===== src/rtl/acc_sched_pkg.sv =====
// Shared types and default sizing for the accumulate sequencer.
package acc_sched_pkg;

   localparam int unsigned STEPS_DEF = 16;
   localparam int unsigned DW_DEF    = 6;
   // Width of the step index and cfg_last
   localparam int unsigned SW        = 4;

   typedef enum logic [1:0] {
      IDLE  = 2'd0,
      CLEAR = 2'd1,
      RUN   = 2'd2,
      DONE  = 2'd3
   } state_t;

endpackage


===== src/rtl/acc_sched_dp.sv =====
// acc_dp: W/B accumulator datapath.
//   clk, reset : clock, async active-low reset
//   clr        : zero W and B
//   load_w     : W <= W + B
//   cnt        : B <= B + 1
//   w          : current accumulator value
// load_w and cnt may both be set; each uses the pre-edge W and B.
module acc_dp #(
   parameter int unsigned DW = 6
) (
   input  logic          clk,
   input  logic          reset,
   input  logic          clr,
   input  logic          load_w,
   input  logic          cnt,
   output logic [DW-1:0] w
);

   logic [DW-1:0] b;

   // Accumulator and counter, modulo 2^DW
   always_ff @(posedge clk or negedge reset) begin
      if (!reset) begin
         w <= '0;
         b <= '0;
      end else if (clr) begin
         w <= '0;
         b <= '0;
      end else begin
         if (load_w) w <= w + b;
         if (cnt)    b <= b + DW'(1);
      end
   end

endmodule


===== src/rtl/acc_sched.sv =====
// acc_sched: job sequencer that runs up to STEPS load/count steps on acc_dp.
//   clk, reset                  : clock, async active-low reset
//   start_valid / start_ready   : job offer handshake
//   cfg_load_mask, cfg_cnt_mask : per-step W+=B / B+=1 selects
//   cfg_last                    : index of the final step
//   abort                       : cancel a job in CLEAR or RUN
//   result_valid / result_ready : result handshake
//   result                      : final accumulator W
//   busy, step                  : status
module acc_sched
   import acc_sched_pkg::*;
#(
   parameter int unsigned STEPS = STEPS_DEF,
   parameter int unsigned DW    = DW_DEF
) (
   input  logic             clk,
   input  logic             reset,
   input  logic             start_valid,
   output logic             start_ready,
   input  logic [STEPS-1:0] cfg_load_mask,
   input  logic [STEPS-1:0] cfg_cnt_mask,
   input  logic [SW-1:0]    cfg_last,
   input  logic             abort,
   output logic             result_valid,
   input  logic             result_ready,
   output logic [DW-1:0]    result,
   output logic             busy,
   output logic [SW-1:0]    step
);

   state_t           state_q, state_d;
   logic [STEPS-1:0] load_mask_q, cnt_mask_q;
   logic [SW-1:0]    last_q;
   logic             accept, clr, load_w, cnt;

   // State register
   always_ff @(posedge clk or negedge reset) begin
      if (!reset) state_q <= IDLE;
      else        state_q <= state_d;
   end

   // Next state and datapath controls; abort suppresses the step it coincides with
   always_comb begin
      state_d = state_q;
      accept  = 1'b0;
      clr     = 1'b0;
      load_w  = 1'b0;
      cnt     = 1'b0;
      case (state_q)
         IDLE: begin
            accept = start_valid && start_ready;
            if (accept) state_d = CLEAR;
         end
         CLEAR: begin
            if (abort) state_d = IDLE;
            else begin
               clr     = 1'b1;
               state_d = RUN;
            end
         end
         RUN: begin
            if (abort) state_d = IDLE;
            else begin
               load_w = load_mask_q[step];
               cnt    = cnt_mask_q[step];
               if (step == last_q) state_d = DONE;
            end
         end
         DONE: begin
            if (result_ready) state_d = IDLE;
         end
         default: state_d = IDLE;
      endcase
   end

   // Registered status outputs, computed from the next state
   always_ff @(posedge clk or negedge reset) begin
      if (!reset) begin
         start_ready  <= 1'b0;
         busy         <= 1'b0;
         result_valid <= 1'b0;
         step         <= '0;
      end else begin
         start_ready  <= (state_d == IDLE);
         busy         <= (state_d != IDLE);
         result_valid <= (state_d == DONE);
         step         <= (state_d == RUN && state_q == RUN) ? step + SW'(1) : '0;
      end
   end

   // Job configuration, captured only on accept
   always_ff @(posedge clk or negedge reset) begin
      if (!reset) begin
         load_mask_q <= '0;
         cnt_mask_q  <= '0;
         last_q      <= '0;
      end else if (accept) begin
         load_mask_q <= cfg_load_mask;
         cnt_mask_q  <= cfg_cnt_mask;
         last_q      <= cfg_last;
      end
   end

   acc_dp #(.DW(DW)) u_dp (
      .clk    (clk),
      .reset  (reset),
      .clr    (clr),
      .load_w (load_w),
      .cnt    (cnt),
      .w      (result)
   );

endmodule


===== config.mk =====
export PLATFORM = sky130hd
export DESIGN_NAME = acc_sched
export DESIGN_NICKNAME = d
export VERILOG_FILES = /design/src/rtl/acc_sched_pkg.sv /design/src/rtl/acc_sched_dp.sv /design/src/rtl/acc_sched.sv
export SDC_FILE = /design/constraint.sdc
export NUM_CORES = 1
export LEC_CHECK = 0
export ABC_CLOCK_PERIOD_IN_PS = 2350
export BUFFER_PORTS_ARGS = -buffer_cell sky130_fd_sc_hd__buf_2
export CAP_MARGIN = 25
export CORE_MARGIN = 2
export CORE_UTILIZATION = 53
export CTS_CLUSTER_DIAMETER = 30
export DETAILED_ROUTE_END_ITERATION = 6
export HOLD_SLACK_MARGIN = 0.1
export PLACE_DENSITY = 0.77
export RECOVER_POWER = 100
export SLEW_MARGIN = 30
export SYNTH_ARGS = -nofsm -noshare
export SYNTH_HDL_FRONTEND = slang
export SYNTH_SLANG_ARGS = --single-unit

===== constraint.sdc =====
create_clock -name clk -period 2.35 [get_ports clk]
set_clock_uncertainty 0.1 [all_clocks]
set_input_delay 0.47 -clock clk [delete_from_list [all_inputs] [get_ports clk]]
set_output_delay 0.47 -clock clk [all_outputs]
set_load 0.02 [all_outputs]

### Word-level counts from Yosys, hierarchy flattened

Index checks and enable logic that the tools add are counted.

| storage, ports and cells | value |
|---|---|
| input bits | 41 |
| register bits after elaboration | 57 |
| output and inout port bits | 13 |

| cells by class | value |
|---|---|
| reductions and logical operators | 7 |
| add/subtract/negate cells | 3 |
| order comparisons | 1 |
| equal/unequal tests | 6 |
| muxes and demuxes | 22 |

Operators with widths:

| operator | number |
|---|---|
| $mux W6 | 4 |
| $mux W2 | 5 |
| $mux W1 | 9 |
| $bmux W1 S4 | 2 |
| $eq A2 B2 Y1 const B | 4 |
| $pmux W2 S4 | 1 |
| $add A6 B1 Y6 const B | 1 |
| $add A6 B6 Y6 | 1 |
| $reduce_bool A2 Y1 | 3 |
| $lt A4 B5 Y1 const B | 1 |
| $add A4 B1 Y4 const B | 1 |
| $eq A4 B4 Y1 | 1 |
| $logic_not A2 Y1 | 2 |
| $mux W4 | 1 |
| $eq A2 B1 Y1 const B | 1 |
| $logic_and A1 B1 Y1 | 2 |

### Longest topological paths before layout

Gate-level depths: netlist of run 1.

| depth | value |
|---|---|
| depth in word-level cells | 7 |
| mapped depth | 7 |
| mapped depth without buffers | 7 |

### Hierarchy

A second synthesis of run 1 with hierarchy kept.

| second synthesis, totals | value |
|---|---|
| cells, all modules | 220 |
| area, all modules | 2808.9 um2 |

By module, submodules not included:

| module | area each (um2) | cells an instance | instances | sequential area each (um2) |
|---|---|---|---|---|
| acc_sched | 2118.3 | 156 | 1 | 1126.1 |
| acc_dp | 690.7 | 64 | 1 | 300.3 |

### Worst setup path after synthesis of run 1

OpenSTA, ideal clock, no wires.

| timing | value |
|---|---|
| kind | register to register |
| start point | register step[3] |
| end point | register u_dp.b[3] |
| clock period less this slack | 1.857 ns |
| arrival time | 1.678 ns |
| setup time | 0.079 ns |
| data required time | 2.171 ns |
| setup slack | 0.493 ns |
| buffers on the path | 0 |
| stages on the path, launching flop included | 6 |
| cells stage by stage | dfrtp_1 > or4b_4 > a21oi_2 > nand4_2 > a21oi_1 > mux2i_1 |

| on the way | value |
|---|---|
| longest elaborated chain between the ends | 5 |

Ends and longest elaborated chain:

| item | RTL line | source |
|---|---|---|
| from (decl) | acc_sched.sv:28 | `output logic [SW-1:0] step` |
| from (signal assigned) | acc_sched.sv:87 | `step <= (state_d == RUN && state_q == RUN) ? step + SW'(1) : '0;` |
| $bmux W1 S4 | acc_sched.sv:65 | `cnt = cnt_mask_q[step];` |
| $mux W1 (implied by the code) | acc_sched.sv:65 |  |
| $mux W1 | acc_sched.sv:62 | `if (abort) state_d = IDLE;` |
| $mux W1 | acc_sched.sv:49 | `case (state_q)` |
| $reduce_bool A2 Y1 (no source line) | -- |  |
| to (signal assigned) | acc_sched_dp.sv:31 | `if (cnt) b <= b + DW'(1);` |
| to (decl) | acc_sched_dp.sv:19 | `logic [DW-1:0] b;` |

Every way passes these cells. The select of a mux whose other input is x is not followed.
A chain may end at the register's enable or synchronous reset.

### Final worst setup path of run 1

| timing | value |
|---|---|
| start point | register state_q[0] |
| end point | register u_dp.b[4] |

| on the way | value |
|---|---|
| longest elaborated chain between the ends | 3 |
| elaborated cells between the ends (all ways) | 6 |
| classes of those cells | 2 x eq/ne; 3 x mux; 1 x reduce/logical |

Ends and longest elaborated chain:

| item | RTL line | source |
|---|---|---|
| from (decl) | acc_sched.sv:31 | `state_t state_q, state_d;` |
| from (signal assigned) | acc_sched.sv:39 | `else state_q <= state_d;` |
| $eq A2 B1 Y1 or $eq A2 B2 Y1 (tied branches) | acc_sched.sv:49 |  |
| $mux W1 | acc_sched.sv:49 |  |
| $mux W6 or $reduce_bool A2 Y1 (tied branches) | -- |  |

Several ways; a longest one is shown, not always the timed one.

==> results of run 1 <==
## metal layers
metal  wire (um)  share of wire, %  track usage (%)
met1        2570                47             27.5
met4          60               1.1             7.50
met5           0                 0                0
met3         217               4.0             6.28
met2        2620                48             31.0
## where the power goes
part           switching [uW]  total [uW]  internal [uW]
Combinational             521        1140            620
Sequential                240        1610           1370
Clock                     382         958            576
## worst register-to-register path, delay by kind of cell, from the launching register on
kind / cells / cell delay (ns)
and+or+nand+nor: 2 / 0.80
DFF: 1 / 0.46
muxes: 1 / 0.20
AOI/OAI and AO/OA: 2 / 0.43
## cells by family (layout without fill, tap and decap cells)
family	after synthesis	count (layout)	synth area share, %
adders and majority gates	8	8	3.76
AOI/OAI and AO/OA	22	22	4.76
buffers and inverters	17	81	2.88
and+or+nand+nor	66	66	12.4
DFF	57	57	49.8
muxes	64	64	23.9
xor gates and xnor gates	8	8	2.45
## cell type report
type | count | area, sq um
Multi-Input combinational cell | 168 | 1350
Sequential cell | 57 | 1430
Timing Repair Buffer | 58 | 308
Clock inverter | 2 | 35.0
Fill cell | 426 | 1770
Clock buffer | 14 | 173
Inverter | 7 | 26.3
Tap cell | 70 | 87.6
## synth_stat cells, types with 5 or more instances
library cell  number
a21oi_1            9
inv_1              7
nor2_1             8
mux2i_1           28
xnor2_1            5
nand3_1            8
dfrtp_1           57
nand2b_1           5
mux2_2            32
ha_1               7
nand2_1           23
## path summary, 6_finish.rpt
path	end	startpoint	cells past startpoint	slack [ns]
max	u_dp.b[4]	state_q[0]	5	0.28
min	load_mask_q[12]	cfg_load_mask[12]	2	0.25
max reg2reg	u_dp.b[4]	state_q[0]	5	0.28
min reg2reg	load_mask_q[10]	load_mask_q[10]	1	0.39
max in group asynchronous	load_mask_q[7]	reset	3	0.48
min in group asynchronous	start_ready	reset	2	0.85
## repair_timing
| item | 4_1_cts | 5_1_grt |
|---|---|---|
| endpoints found under the hold margin | 22 | 0 |
| gates resized for setup | 0 | 0 |
| hold buffers | 1 | 0 |
| setup buffers | 0 | 0 |
## registers in the layout, indices dropped and copies added (netlist names)
name / cells
last_q: 4
u_dp.w: 6
u_dp.b: 6
state_q: 2
step: 4
busy: 1
start_ready: 1
cnt_mask_q: 16
result_valid: 1
load_mask_q: 16
## stage by stage
stage                     area [sq um]  std cells
after floorplan                   2870        242
after global placement            3230        359
after detailed placement          3230        359
after CTS                         3450        376
after global routing              3410        376
final                             3410        376
==> run summary, run 1 <==
Worst-path clk slew: 0.07 ns
Initial drt markers: 85
Fin Setup TNS: 0 ns
Status: finished clean
Synthesis-stage register bit count: 57
CTS Sinks: 57
Commonest non-fill, non-tap cell in the layout: dfrtp_1
Most frequent cells in the layout: 57 x dfrtp_1, 40 x buf_2, 32 x mux2_2, 28 x mux2i_1, 24 x nand2_1
Crit-path max cell delay: 0.60 ns
Share of the clock period used by the worst path: 88.0%
Starting Density: 55.4%
Clk_lat worst skew: 0.34 ns
Die height: 77.5 um
First drt pass iteration count: 4
Largest net degree at the start of global routing: 39
Final WL: 5.47 mm
Total congestion overflow: 0
Core area: 5170 sq um
Predominant post-synthesis flop cell: dfrtp_1
Endpoints failing setup: 0
Dpl ws: 0.315 ns
DRC: 0
Global-route wire length before repair: 9.51 mm
F_max: 484 MHz
PwrDens: 1090 nW/um^2
Leakage Power: 0.00150 uW
Cell mode on critical path: a21oi_1
Relative slew slack: 10.6%
Cell taking the most area after synthesis: dfrtp_1
Synth Area per Inst: 11.8 sq um
Ratio of cells with drive above 1 in the final layout: 30.7%
Net count of the finished layout: 350
WS Path Type: register to register
CTS tree: yes
Final core utilization: 65.9%
Chip width: 77.5 um
Post-synthesis sequential area ratio: 49.8%
Min-delay worst type: input port to register
Syn Std Cell Area: 2870 sq um
CP endpoint kind: register
Crit path time final: 2.07 ns
Syn Inst Count: 242
Worst Path Max Fanout: 9
Share of the synthesized area in the top cell type: 49.8%
Initial antenna violation count: 0
Synth top area cells: dfrtp_1 50%, mux2_2 13%, mux2i_1 9.8%
Max Buffers Root-to-Sink: 2
Min setup slack post-route: 0.282 ns
Vias/cell: 5.30
Post-DP HPWL: 4.03 mm
# IOs: 54
Post-synth cell types: 42
Area delta synth->final: 18.9%
EDFF count, synth: 0
Final Hold Fails: 0
Vias after detailed routing: 1992
Pwr Total: 3710 uW
Total track usage: 20.4%
WP data arrival: 2.23 ns
Synthesized Nets: 291
YS warnings: 0
Asr flop ratio synth: 100%
Diodes inserted: 0
Max-Cap Viols: 0
Crit-path slowest cell: or4b_1
Crit path cell chain: or4b_1 > a21oi_1 > nand4_2 > a21oi_1 > mux2i_1
Critical path required time: 2.51 ns
Die area: 6010 sq um
Crit path buffers/inverters: 0
Final GP Congestion: 0.809
Largest delay share family, worst path: simple AND/OR/NAND/NOR gates
Htree depth: 3
Num CTS Buffers: 9
Unrepaired setup endpoints after global routing: no
I/O Buffers: 53
Clock root buffer master: clkbuf_8
Wire per inst: 14.5 um
Max IR drop VDD: 0.621 mV
Max-slew violation count: 0
Fin Hold WS: 0.254 ns
CP startpoint kind: register
Vias in the first global route: 2015
Row count: 26
Post-route ant nets: 0
Worst-Margin Slew: 1.34 ns
(Power assumes the default switching activity.)
==> inputs of run 2 (changes only) <==
ABC_CLOCK_PERIOD_IN_PS = 1900   (was 2350)
BUFFER_PORTS_ARGS = default   (was -buffer_cell sky130_fd_sc_hd__buf_2)
DONT_BUFFER_PORTS = 1   (was default)
PLACE_DENSITY = 0.71   (was 0.77)
clock period = 1.9 ns   (was 2.35 ns; I/O delays follow)
==> run 2 against run 1 <==
Compared with the run above: utilization up 5.2 points; combinational power up 38%; die area unchanged; design area up 7.9%.
==> run summary, run 2 (synthesis gave the netlist of run 1 again) <==
Row count: 26 (unchanged)
Min-delay worst type: input port to register
CTS Sinks: 57 (unchanged)
Regs by FF count: cnt_mask_q: 16 flops, load_mask_q: 16 flops
Fin Setup TNS: 0 ns (unchanged)
Diodes inserted: 0 (unchanged)
Post-DP HPWL: 3.77 mm (-6.4%)
Share of the clock period used by the worst path: 99.2% (+11 points)
Unrepaired setup endpoints after global routing: yes
Endpoints failing setup: 0 (unchanged)
Final Cell Area: 3670 sq um (+7.9%)
Max IR drop VDD: 0.932 mV (+50%)
Leakage Power: 0.00152 uW (+1.4%)
CP endpoint kind: register
Total track usage: 22.1% (+1.8 points)
Final GP Congestion: 0.850 (+5.1%)
Most frequent cells in the layout: 56 x dfrtp_1, 37 x dlygate4sd3_1, 32 x mux2_2, 27 x mux2i_1, 23 x nand2_1
Max Buffers Root-to-Sink: 2 (unchanged)
CTS tree: yes
Net count of the finished layout: 349 (-0.29%)
Vias after detailed routing: 2037 (+2.3%)
Die area: 6010 sq um (unchanged)
Starting Density: 55.4% (unchanged)
Clock root buffer master: clkbuf_8
Logic pwr share: 33.3% (+2.5 points)
Reg power frac: 41.8% (-1.6 points)
WS Path Type: register to register
Vias in the first global route: 2030 (+0.74%)
Area occupied by multi-input gates: 1420 sq um (+5.1%)
Worst Path Max Fanout: 38 (+29)
CP startpoint kind: register
Post-route ant nets: 0 (unchanged)
Pwr Total: 4720 uW (+27%)
Final WL: 6.08 mm (+11%)
Critical path required time: 2.01 ns (-0.50 ns)
# IOs: 54 (unchanged)
Chip width: 77.5 um (unchanged)
Clk_lat worst skew: 0.33 ns (about the same)
Status: finished clean
Relative slew slack: 48.9% (+38 points)
Global-route wire length before repair: 10.2 mm (+7.2%)
I/O Buffers: 0 (-100%)
Internal power: 3250 uW (+27%)
First drt pass iteration count: 4 (unchanged)
Largest net degree at the start of global routing: 58 (+49%)
Worst-Margin Slew: 0.767 ns (-0.573 ns)
Htree depth: 3 (unchanged)
WP data arrival: 2.00 ns (-0.23 ns)
Core area: 5170 sq um (unchanged)
Sw frac: 31.2% (+0.34 points)
Die height: 77.5 um (unchanged)
Total congestion overflow: 0 (unchanged)
Initial drt markers: 134 (+58%)
Psw: 1470 uW (+29%)
FF+latch area: 1430 sq um (about the same)
Placed inst area: 3050 sq um (-5.8%)
Max-Cap Viols: 0 (unchanged)
Final Hold Fails: 0 (unchanged)
Initial antenna violation count: 0 (unchanged)
Clock power share: 24.9% (-0.9 points)
Vias/cell: 5.43 (+2.5%)
DRC: 0 (unchanged)
Num CTS Buffers: 9 (unchanged)
Ratio of cells with drive above 1 in the final layout: 24.9% (-5.8 points)
F_max: 531 MHz (+9.8%)
Fillers: 348 (-18%)
Worst-path clk slew: 0.06 ns (about the same)
Area delta synth->final: 28.3%
Crit path time final: 1.88 ns (-0.184 ns)
Max-slew violation count: 0 (unchanged)
PwrDens: 1280 nW/um^2 (+18%)
Commonest non-fill, non-tap cell in the layout: dfrtp_1
Wire per inst: 16.2 um (+11%)
run 2: power groups by stage:
stage / Clock [uW] / Combinational (uW) / Sequential (uW)
floorplan: 0 / 1130 / 1960
global placement: 0 / 1450 / 1960
detailed placement: 0 / 1490 / 1980
CTS: 1200 / 1620 / 1960
global route: 1270 / 1720 / 2040
finish: 1180 / 1570 / 1970
run 2: timing repair:
action | 4_1_cts | 5_1_grt
hold endpoints to repair | 93 | 0
pin swaps | 3 | 5
resized for setup | 9 | 4
buffers inserted | 0 | 3
endpoints found under the setup margin | 9 | 7
hold buffers | 38 | 0
run 2: final cells by class:
| type | count | area share (%) |
|---|---|---|
| Sequential cell | 57 | 38.8 |
| Multi-Input combinational cell | 168 | 38.6 |
| Clock inverter | 2 | 0.953 |
| Clock buffer | 14 | 4.70 |
| Tap cell | 70 | 2.38 |
| Timing Repair Buffer | 57 | 13.8 |
| Inverter | 7 | 0.715 |
run 2: path summary, 6_finish.rpt:
check / depth (start not counted) / slack (ns) / from / endpoint
worst min register to register: 1 / 0.38 / load_mask_q[10] / load_mask_q[10]
worst max register to register: 4 / 0.02 / state_q[1] / cnt_mask_q[4]
max in group asynchronous: 2 / 0.56 / reset / step[3]
min in group asynchronous: 2 / 0.59 / reset / step[0]
worst min-delay path: 3 / 0.18 / abort / step[0]
worst max-delay path: 4 / 0.02 / state_q[1] / cnt_mask_q[4]
run 2: layer usage:
metal	global-route usage, %	vias up	wire length, um
met5	0	-	0
met4	8.21	0	91
met3	7.33	9	299
met2	33.3	56	3000
met1	30.0	997	2690
li1	-	975	-
run 2: per-stage QoR:
| step | instances | worst slack, ns | util (%) | hold WS, ns |
|---|---|---|---|---|
| after CTS | 372 | 0.000196 | 71.5 | 0.162 |
| final | 375 | 0.0160 | 71.0 | 0.177 |
| after global routing | 375 | -0.111 | 71.0 | 0.167 |
| after floorplan | 242 | 0.0426 | - | -0.0156 |
| after detailed placement | 318 | -0.0440 | 58.9 | -0.0140 |
| after global placement | 318 | -0.0114 | 58.9 | -0.0141 |
run 2: worst max-delay path: stages (launching register included):
cell      delay (ns)
dfrtp_1         0.38
clkbuf_1        0.18
nor3_2          0.18
clkbuf_4        0.48
mux2_2          0.41
==> inputs of run 3 (changes only) <==
RECOVER_POWER = 25   (was 100)
==> run 3 against run 2 <==
Compared with the run above: final cell count did not move; combinational power rose by 4%; fmax is 0.94% higher; register-to-register slack better by 0.02 ns; utilization increased by 0.90 points; global-route usage unchanged; sequential share of layout area shrank 0.45 points; via count hardly changed; worst setup slack gained 0.017 ns; power grew 1.2%; die area unchanged; wire length shrank 0.43%.
==> run summary, run 3 (synthesis gave the netlist of run 1 again) <==
Min-delay worst type: input port to register
Wire per inst: 16.1 um (-0.43%)
Num CTS Buffers: 9 (unchanged)
Total track usage: 22.1% (unchanged)
Min setup slack post-route: 0.0335 ns (+0.0175 ns)
Global-route wire length before repair: 10.2 mm (unchanged)
Fin Setup TNS: 0 ns (unchanged)
Relative slew slack: 49.0% (+0.10 points)
Final WL: 6.06 mm (-0.43%)
Row count: 26 (unchanged)
First drt pass iteration count: 4 (unchanged)
Max IR drop VDD: 0.933 mV (+0.11%)
Vias after detailed routing: 2038 (+0.049%)
Dpl ws: -0.0440 ns (unchanged)
Share of the clock period used by the worst path: 98.2% (-0.92 points)
Final Hold Fails: 0 (unchanged)
CTS Sinks: 57 (unchanged)
Max-Cap Viols: 0 (unchanged)
Largest net degree at the start of global routing: 58 (unchanged)
Crit path time final: 1.87 ns (-0.0175 ns)
Total congestion overflow: 0 (unchanged)
WS Path Type: register to register
Clk_lat worst skew: 0.33 ns (about the same)
Worst-Margin Slew: 0.765 ns (-0.00156 ns)
Commonest non-fill, non-tap cell in the layout: dfrtp_1
Fin Hold WS: 0.175 ns (-0.00247 ns)
PwrDens: 1280 nW/um^2 (about the same)
Die height: 77.5 um (unchanged)
Regs by FF count: cnt_mask_q: 16 flops, load_mask_q: 16 flops
Max-slew violation count: 0 (unchanged)
Core area: 5170 sq um (unchanged)
Critical path required time: 2.06 ns (+0.05 ns)
WP data arrival: 2.02 ns (+0.02 ns)
Fillers: 339 (-2.6%)
Htree depth: 3 (unchanged)
Worst Path Max Fanout: 5 (-87%)
CP startpoint kind: register
Vias/cell: 5.43 (about the same)
Max Buffers Root-to-Sink: 2 (unchanged)
F_max: 536 MHz (+0.94%)
Unrepaired setup endpoints after global routing: yes
I/O Buffers: 0 (unchanged)
CP endpoint kind: register
Post-route ant nets: 0 (unchanged)
Vias in the first global route: 2030 (unchanged)
Worst-path clk slew: 0.06 ns (about the same)
Chip width: 77.5 um (unchanged)
Final GP Congestion: 0.850 (unchanged)
CTS tree: yes
Area delta synth->final: 29.9%
Clock root buffer master: clkbuf_8
Starting Density: 55.4% (unchanged)
Net count of the finished layout: 349 (unchanged)
DRC: 0 (unchanged)
Die area: 6010 sq um (unchanged)
Status: finished clean
Pwr Total: 4770 uW (+1.2%)
Diodes inserted: 0 (unchanged)
# IOs: 54 (unchanged)
Post-DP HPWL: 3.77 mm (unchanged)
Leakage Power: 0.00155 uW (+1.9%)
Most frequent cells in the layout: 55 x dfrtp_1, 37 x dlygate4sd3_1, 32 x mux2_2, 27 x mux2i_1, 23 x nand2_1
Initial antenna violation count: 0 (unchanged)
Initial drt markers: 111 (-17%)
Endpoints failing setup: 0 (unchanged)
Ratio of cells with drive above 1 in the final layout: 27.2% (+2.3 points)
[run 3: changes by cell type in the layout (fill, tap and decap cells not counted), sizes merged]
cell | previous run | this run
buf | 10 | 19
clkbuf | 24 | 15
[run 3: per-layer routing]
metal | track usage, % | vias to the layer above | part of all wire (%)
met1 | 30.0 | 1005 | 44
met2 | 33.3 | 54 | 50
li1 | - | 972 | -
met5 | 0 | - | 0
met4 | 8.21 | 0 | 1.2
met3 | 7.33 | 7 | 5.3
[run 3: cell type report]
type | instances | area [sq um] | share of cell area [%]
multi-input combinational | 168 | 1430 | 38.3
sequential | 57 | 1430 | 38.4
timing repair buffer | 57 | 546 | 14.7
tap | 70 | 87.6 | 2.35
clock inverter | 2 | 35.0 | 0.941
clock buffer | 14 | 173 | 4.64
inverter | 7 | 26.3 | 0.706
[run 3: metrics by stage]
step | util (%) | cell area, sq um | instances
2_1_floorplan | - | 2870 | 242
6_report | 71.9 | 3720 | 375
3_3_place_gp | 58.9 | 3050 | 318
3_5_place_dp | 58.9 | 3050 | 318
4_1_cts | 71.5 | 3700 | 372
5_1_grt | 71.9 | 3720 | 375
[run 3: worst paths after layout]
check / from / to / slack [ns] / cells past startpoint
worst max-delay path: step[3] / u_dp.b[3] / 0.03 / 5
worst min-delay path: abort / step[0] / 0.17 / 3
worst max register to register: step[3] / u_dp.b[3] / 0.03 / 5
worst min register to register: load_mask_q[10] / load_mask_q[10] / 0.38 / 1
max in group asynchronous: reset / step[3] / 0.56 / 2
min in group asynchronous: reset / u_dp.w[1] / 0.61 / 2
[run 3: repair_timing]
item | CTS | global route
hold buffers | 38 | 0
setup endpoints to repair | 9 | 7
resized for setup | 9 | 4
pin swaps | 3 | 5
setup buffers | 0 | 3
endpoints found under the hold margin | 93 | 0
[run 3: report_power, final]
part	switching (uW)	total, uW	internal (uW)
logic	733	1630	893
registers	282	1980	1690
clock network	461	1170	712
[run 3: critical path, stage by stage, from the launching register on]
cell	delay (ns)
dfrtp_2	0.46
or4b_4	0.54
a21oi_4	0.17
nand4_4	0.14
a21oi_2	0.18
mux2i_1	0.18
